### config.mk
export PLATFORM = sky130hd
export DESIGN_NAME = im_loader
export DESIGN_NICKNAME = d
export VERILOG_FILES = /design/src/rtl/im_loader.sv
export SDC_FILE = /design/constraint.sdc
export NUM_CORES = 1
export LEC_CHECK = 0
export BUFFER_PORTS_ARGS = -buffer_cell sky130_fd_sc_hd__buf_2
export CORE_ASPECT_RATIO = 2
export CORE_MARGIN = 10
export CORE_UTILIZATION = 46
export DETAILED_ROUTE_END_ITERATION = 6
export PLACE_DENSITY = 0.88
export SYNTH_ARGS = -nofsm -noshare
export SYNTH_HDL_FRONTEND = slang
export SYNTH_SLANG_ARGS = --single-unit
### constraint.sdc
create_clock -name clk -period 1.56 [get_ports clk]
set_input_delay 0.312 -clock clk [delete_from_list [all_inputs] [get_ports clk]]
set_output_delay 0.312 -clock clk [all_outputs]
set_load 0.1 [all_outputs]
### src/rtl/im_loader.sv
// im_loader: streams a program from a loader port into instruction memory while
// holding the core, then releases the core once the last word has been written.
//
// Optional feature: define IM_LOADER_CHECKSUM_EN to add a CHECK state. In that
// build the loader sends one extra word after the last program word. That word
// must equal the modulo-2^32 sum of the program words, or the load fails.
//
// Ports:
//   clk, rst_n        clock; asynchronous active-low reset
//   start             one-cycle request to begin a (re)load
//   ld_valid/ld_data/ld_last, ld_ready   loader word handshake
//   im_we/im_waddr/im_wdata              instruction-memory write port (1-cycle latency)
//   cpu_hold          keeps the core stalled while high
//   done / err        load finished and core running / load failed
//   count             words written in the current or last load
module im_loader #(
  parameter int DEPTH = 32,
  parameter int AW    = 5
) (
  input  logic          clk,
  input  logic          rst_n,
  input  logic          start,
  input  logic          ld_valid,
  input  logic [31:0]   ld_data,
  input  logic          ld_last,
  output logic          ld_ready,
  output logic          im_we,
  output logic [AW-1:0] im_waddr,
  output logic [31:0]   im_wdata,
  output logic          cpu_hold,
  output logic          done,
  output logic          err,
  output logic [AW:0]   count
);

  localparam logic [2:0] StIdle  = 3'd0;
  localparam logic [2:0] StLoad  = 3'd1;
  localparam logic [2:0] StRun   = 3'd2;
  localparam logic [2:0] StError = 3'd3;
`ifdef IM_LOADER_CHECKSUM_EN
  localparam logic [2:0] StCheck = 3'd4;
`endif

  localparam logic [AW:0] LastIdx = (AW+1)'(DEPTH - 1);

  logic [2:0]    state_q, state_d;
  logic [AW:0]   count_q, count_d;
  logic          we_q, we_d;
  logic [AW-1:0] waddr_q, waddr_d;
  logic [31:0]   wdata_q, wdata_d;
  logic          hs;
`ifdef IM_LOADER_CHECKSUM_EN
  logic [31:0]   sum_q, sum_d;
`endif

`ifdef IM_LOADER_CHECKSUM_EN
  assign ld_ready = (state_q == StLoad) || (state_q == StCheck);
`else
  assign ld_ready = (state_q == StLoad);
`endif
  assign hs = ld_valid & ld_ready;

  always_comb begin
    state_d = state_q;
    count_d = count_q;
    we_d    = 1'b0;
    waddr_d = waddr_q;
    wdata_d = wdata_q;
`ifdef IM_LOADER_CHECKSUM_EN
    sum_d   = sum_q;
`endif
    case (state_q)
      StIdle, StRun, StError: begin
        if (start) begin
          state_d = StLoad;
          count_d = '0;
`ifdef IM_LOADER_CHECKSUM_EN
          sum_d   = '0;
`endif
        end
      end
      StLoad: begin
        if (hs) begin
          we_d    = 1'b1;
          waddr_d = count_q[AW-1:0];
          wdata_d = ld_data;
          count_d = count_q + 1'b1;
`ifdef IM_LOADER_CHECKSUM_EN
          sum_d   = sum_q + ld_data;
          if (ld_last) state_d = StCheck;
`else
          if (ld_last) state_d = StRun;
`endif
          // The final slot was just filled and more words are coming: stop
          // instead of wrapping back onto address 0.
          else if (count_q == LastIdx) state_d = StError;
        end
      end
`ifdef IM_LOADER_CHECKSUM_EN
      StCheck: begin
        // Checksum word is compared only, never written to memory.
        if (hs) state_d = (ld_data == sum_q) ? StRun : StError;
      end
`endif
      default: state_d = StIdle;
    endcase
  end

  always_ff @(posedge clk or negedge rst_n) begin
    if (!rst_n) begin
      state_q <= StIdle;
      count_q <= '0;
      we_q    <= 1'b0;
      waddr_q <= '0;
      wdata_q <= '0;
`ifdef IM_LOADER_CHECKSUM_EN
      sum_q   <= '0;
`endif
    end else begin
      state_q <= state_d;
      count_q <= count_d;
      we_q    <= we_d;
      waddr_q <= waddr_d;
      wdata_q <= wdata_d;
`ifdef IM_LOADER_CHECKSUM_EN
      sum_q   <= sum_d;
`endif
    end
  end

  assign im_we    = we_q;
  assign im_waddr = waddr_q;
  assign im_wdata = wdata_q;
  assign count    = count_q;
  // RUN is entered in the same cycle as the final write; keep the core held
  // until that write has retired.
  assign cpu_hold = (state_q != StRun) | we_q;
  assign done     = (state_q == StRun) & ~we_q;
  assign err      = (state_q == StError);

endmodule

# [Word level (Yosys, flattened, before mapping)]
# Cells that the tools add are included.
[totals] wordCells=34 out_inout_bits=48 mem_count=0 latchBits=0 ff_bits=47 mem_bits_ro=0 ramBits=0
[classes] n_shift=0 reduce_logical=6 div=0 n_lt_le_gt_ge=0 n_mul=0 n_eq_ne=8 mux=10 n_addsub=1 bitwise=4
[op_table] op="2-to-1 mux 3 bit" n=4
[op_table] op="2-to-1 mux 6 bit" n=2
[op_table] op="case mux 6 bit (2 select lines)" n=1
[op_table] op="adder 6 x 1 -> 6 bit (second input constant)" n=1
[op_table] op="== test 3 x 2 -> 1 bit (second input constant)" n=2
[op_table] op="== test 6 x 5 -> 1 bit (second input constant)" n=1
[op_table] op="!= test 3 x 2 -> 1 bit (second input constant)" n=2
[op_table] op="case mux 3 bit (2 select lines)" n=1
[op_table] op="AND reduction 3 bit" n=2
[op_table] op="== test 3 x 1 -> 1 bit (second input constant)" n=1
[op_table] op="zero test 3 bit" n=1
[op_table] op="OR reduction 3 bit" n=1
[op_table] op="AND 1 bit" n=2
[op_table] op="2-to-1 mux 1 bit" n=2
[op_table] op="!= test 2 x 1 -> 1 bit (second input constant)" n=1
[op_table] op="!= test 2 bit (second input constant)" n=1
[op_table] op="AND reduction 2 bit" n=1
[op_table] op="nonzero test 2 bit" n=1
[op_table] op="NOT 1 bit" n=1
[op_table] op="bitwise OR 1 bit" n=1

# [Logic depth before layout (Yosys ltp)]
[logic_depth] ltp_word=5 depth_mapped=5

# [Least setup slack after synthesis]
# Ideal clock, no wire load.
[synth_path] kind="flip-flop to output port" from="register we_q (netlist: im_we)" to="output done" path_stages_with_launch=3 t_arrival_ps=2298 n_path_buf=0 path_slack_ps=-1050 cell_sequence="dfrtp_1 -> or3b_2 -> inv_1"
[synth_via] elab_chain_cells=2
[synth_rtl] item="start: declaration" line="48" source="logic we_q, we_d;"
[synth_rtl] item="start signal: assignment" line="122" source="we_q <= we_d;"
[synth_rtl] item="NOT 1 bit" line="138" source="assign done = (state_q == StRun) & ~we_q;"
[synth_rtl] item="AND 1 bit" line="138"
[synth_rtl] item="end: declaration" line="31" source="output logic done,"
# No other way between the ends.

# [Worst setup path after layout]
# Same ends and word-level chain as after synthesis.

==> impl_metrics.json <==
{
  "outcome": "finished with violations",
  "violations": "negative setup slack",
  "ys.flop_type": "dfrtp_1",
  "boundaryPins": 85,
  "fin_area_um2": 2510,
  "power.total_mw": 5.60,
  "initial_core_util": 0.474,
  "mostFrequentLayoutCells": "112 x nand2_1, 79 x buf_2, 42 x dfrtp_1, 8 x buf_4, 5 x clkbuf_8",
  "clock-root-buffer": "clkbuf_8",
  "first_pass_iters": 4,
  "path_delay_family": "flip-flops",
  "place_inst": 329,
  "clk_latency_ns": 0.29,
  "synth_edf_count": 0,
  "synthArstFlopShare": 1.00,
  "period_share": 1.13,
  "maxCapViolCount": 0,
  "setup_viol": 2,
  "grt_pass1_wl_um": 7890,
  "io_buffer_count": 84,
  "grt-ovfl-total": 0,
  "diodes": 0,
  "hold_viol": 0,
  "cts_buffers": 5,
  "cts_tree": "built",
  "crit_type": "flop to output port",
  "syn_area_um2": 1820,
  "path_buf_inv": 2,
  "gp_congestion": 0.815,
  "nets": 325,
  "synth_fp_nets": 233,
  "ys_types": 27,
  "core_area_um2": 3840,
  "synth_seq_cells": 46,
  "layout_setup_ws_ns": -0.201,
  "worst_path_max_delay_cell": "dfrtp_4",
  "htree_levels": 2,
  "max_freq_mhz": 568,
  "yosys_warnings": 0,
  "skew_ns": 0.0102,
  "antenna_found_initial": 0,
  "comb_power_share": 0.577,
  "clkTransAtPathRegs_ns": 0.08,
  "die_w_um": 64.5,
  "rrSetupSlack_ns": 0.27,
  "p_per_area_nw_per_um2": 2230,
  "drtIter0Drc": 70,
  "grt_pass1_vias": 1624,
  "critPathRequiredTime_ns": 1.25,
  "viasPerCell": 4.65,
  "place_area_um2": 2390,
  "gr-usage-all-layers": 0.142,
  "synth_area_per_cell_um2": 9.34,
  "setup_tns_ns": -0.376,
  "clock_sinks": 46,
  "dp_slack_ns": 0.0682,
  "end_kind": "output port",
  "num_rows": 32,
  "via_count": 1578,
  "ant_nets": 0,
  "tightest_slew_ns": 0.505,
  "area_growth_pct": 37.7,
  "crit_fanout": 2,
  "mostFrequentLayoutCell": "nand2_1",
  "switching_share": 0.591,
  "rsz0062_at_grt": "yes",
  "p_seq_frac": 0.299,
  "crit_chain": "or3b_4, clkinvlp_4, buf_12",
  "dpl.hpwl_um": 3920,
  "pwr-share-clk": 0.124,
  "max-slew-margin-rel": 0.666,
  "grt_max_degree": 24,
  "max_stage_delay_ns": 0.48,
  "synth-seq-area-share": 0.632,
  "drc_errors": 0,
  "chipHeight_um": 109,
  "fillCellCount": 349,
  "layout-drive-gt1-share": 0.382,
  "p_sw_mw": 3.31,
  "wire_per_inst_um": 14.4,
  "cp.arrival_ns": 1.45,
  "die_area_um2": 7030,
  "p_leak_nw": 1.43,
  "syn_inst": 195,
  "finalWirelength_um": 4870,
  "drv_slew": 0,
  "irDropWorstVdd_mv": 1.29,
  "start_kind": "flop",
  "fin_cells": 339,
  "period_minus_slack_ns": 1.76,
  "hold_class": "input pin to flop",
  "p_int_mw": 2.29,
  "cts_buffer_depth": 2
}
-- through the flow --
stage / hold WS (ns) / util
floorplan: 0.0164 / -
global placement: 0.319 / 0.621
detailed placement: 0.319 / 0.621
CTS: 0.189 / 0.650
global route: 0.187 / 0.652
finish: 0.197 / 0.652
-- registers in the layout, indices dropped and copies added (netlist names) --
signal,count
im_wdata,32
count,6
im_waddr,5
state_q,2
im_we,1
-- metal layers --
layer,up-vias,share of wire,GRT usage
li1,791,-,-
met4,0,0.022,0.0754
met3,7,0.060,0.0411
met1,730,0.31,0.135
met2,50,0.61,0.265
met5,-,0,0
-- power by group through the flow --
stage | sequential (mW) | clock, mW | combinational (mW)
floorplan | 3.83 | 0 | 0.482
global placement | 1.68 | 0 | 3.20
detailed placement | 1.70 | 0 | 3.23
CTS | 1.68 | 0.713 | 3.25
global route | 1.71 | 0.774 | 3.37
finish | 1.67 | 0.693 | 3.23
-- synth_stat cells (all sizes together) (2+ instances only) --
master	count	area [um^2]
o21ai	2	10.0
nand2	112	420
dfrtp	46	1150
a21oi	3	15.0
buf	6	30.0
clkbuf	2	7.51
mux2i	2	20.0
inv	4	15.0
-- logic make-up (layout without fill, tap and decap cells) --
kind of cell    after synthesis  in the layout  share of synthesized area
simple gates                122            122                      0.273
flops                        46             46                      0.632
buf+inv                      12            105                     0.0289
compound gates               10             10                     0.0371
mux                           3              3                     0.0172
fa+ha+maj                     1              1                    0.00687
xor+xnor                      1              1                    0.00481
-- final cells by class --
type,count,area [um^2],area share
repair buffers,93,544,0.217
inverters,4,22.5,0.00899
clock inverters,1,7.51,0.00300
multi-input cells,137,633,0.253
well taps,51,63.8,0.0255
flip-flops and latches,46,1160,0.462
clock buffers,7,76.3,0.0305
-- repair_timing --
| action | 4_1_cts | 5_1_grt |
|---|---|---|
| resized for setup | 2 | 2 |
| hold buffers | 1 | 0 |
| gates cloned | 0 | 0 |
| endpoints found under the hold margin | 26 | 0 |
| pin swaps | 1 | 0 |
| setup buffers | 1 | 0 |
| endpoints found under the setup margin | 3 | 4 |
-- worst paths after layout --
check                            startpoint  cells past startpoint          end
worst max-delay path                  im_we                      3         done
worst min-delay path                ld_last                      2   state_q[0]
worst max register to register   state_q[0]                      5     count[0]
worst min register to register  im_wdata[8]                      2  im_wdata[8]
max in group asynchronous             rst_n                      3     count[2]
min in group asynchronous             rst_n                      3        im_we
No activity file was read; power rests on OpenSTA's default activity.
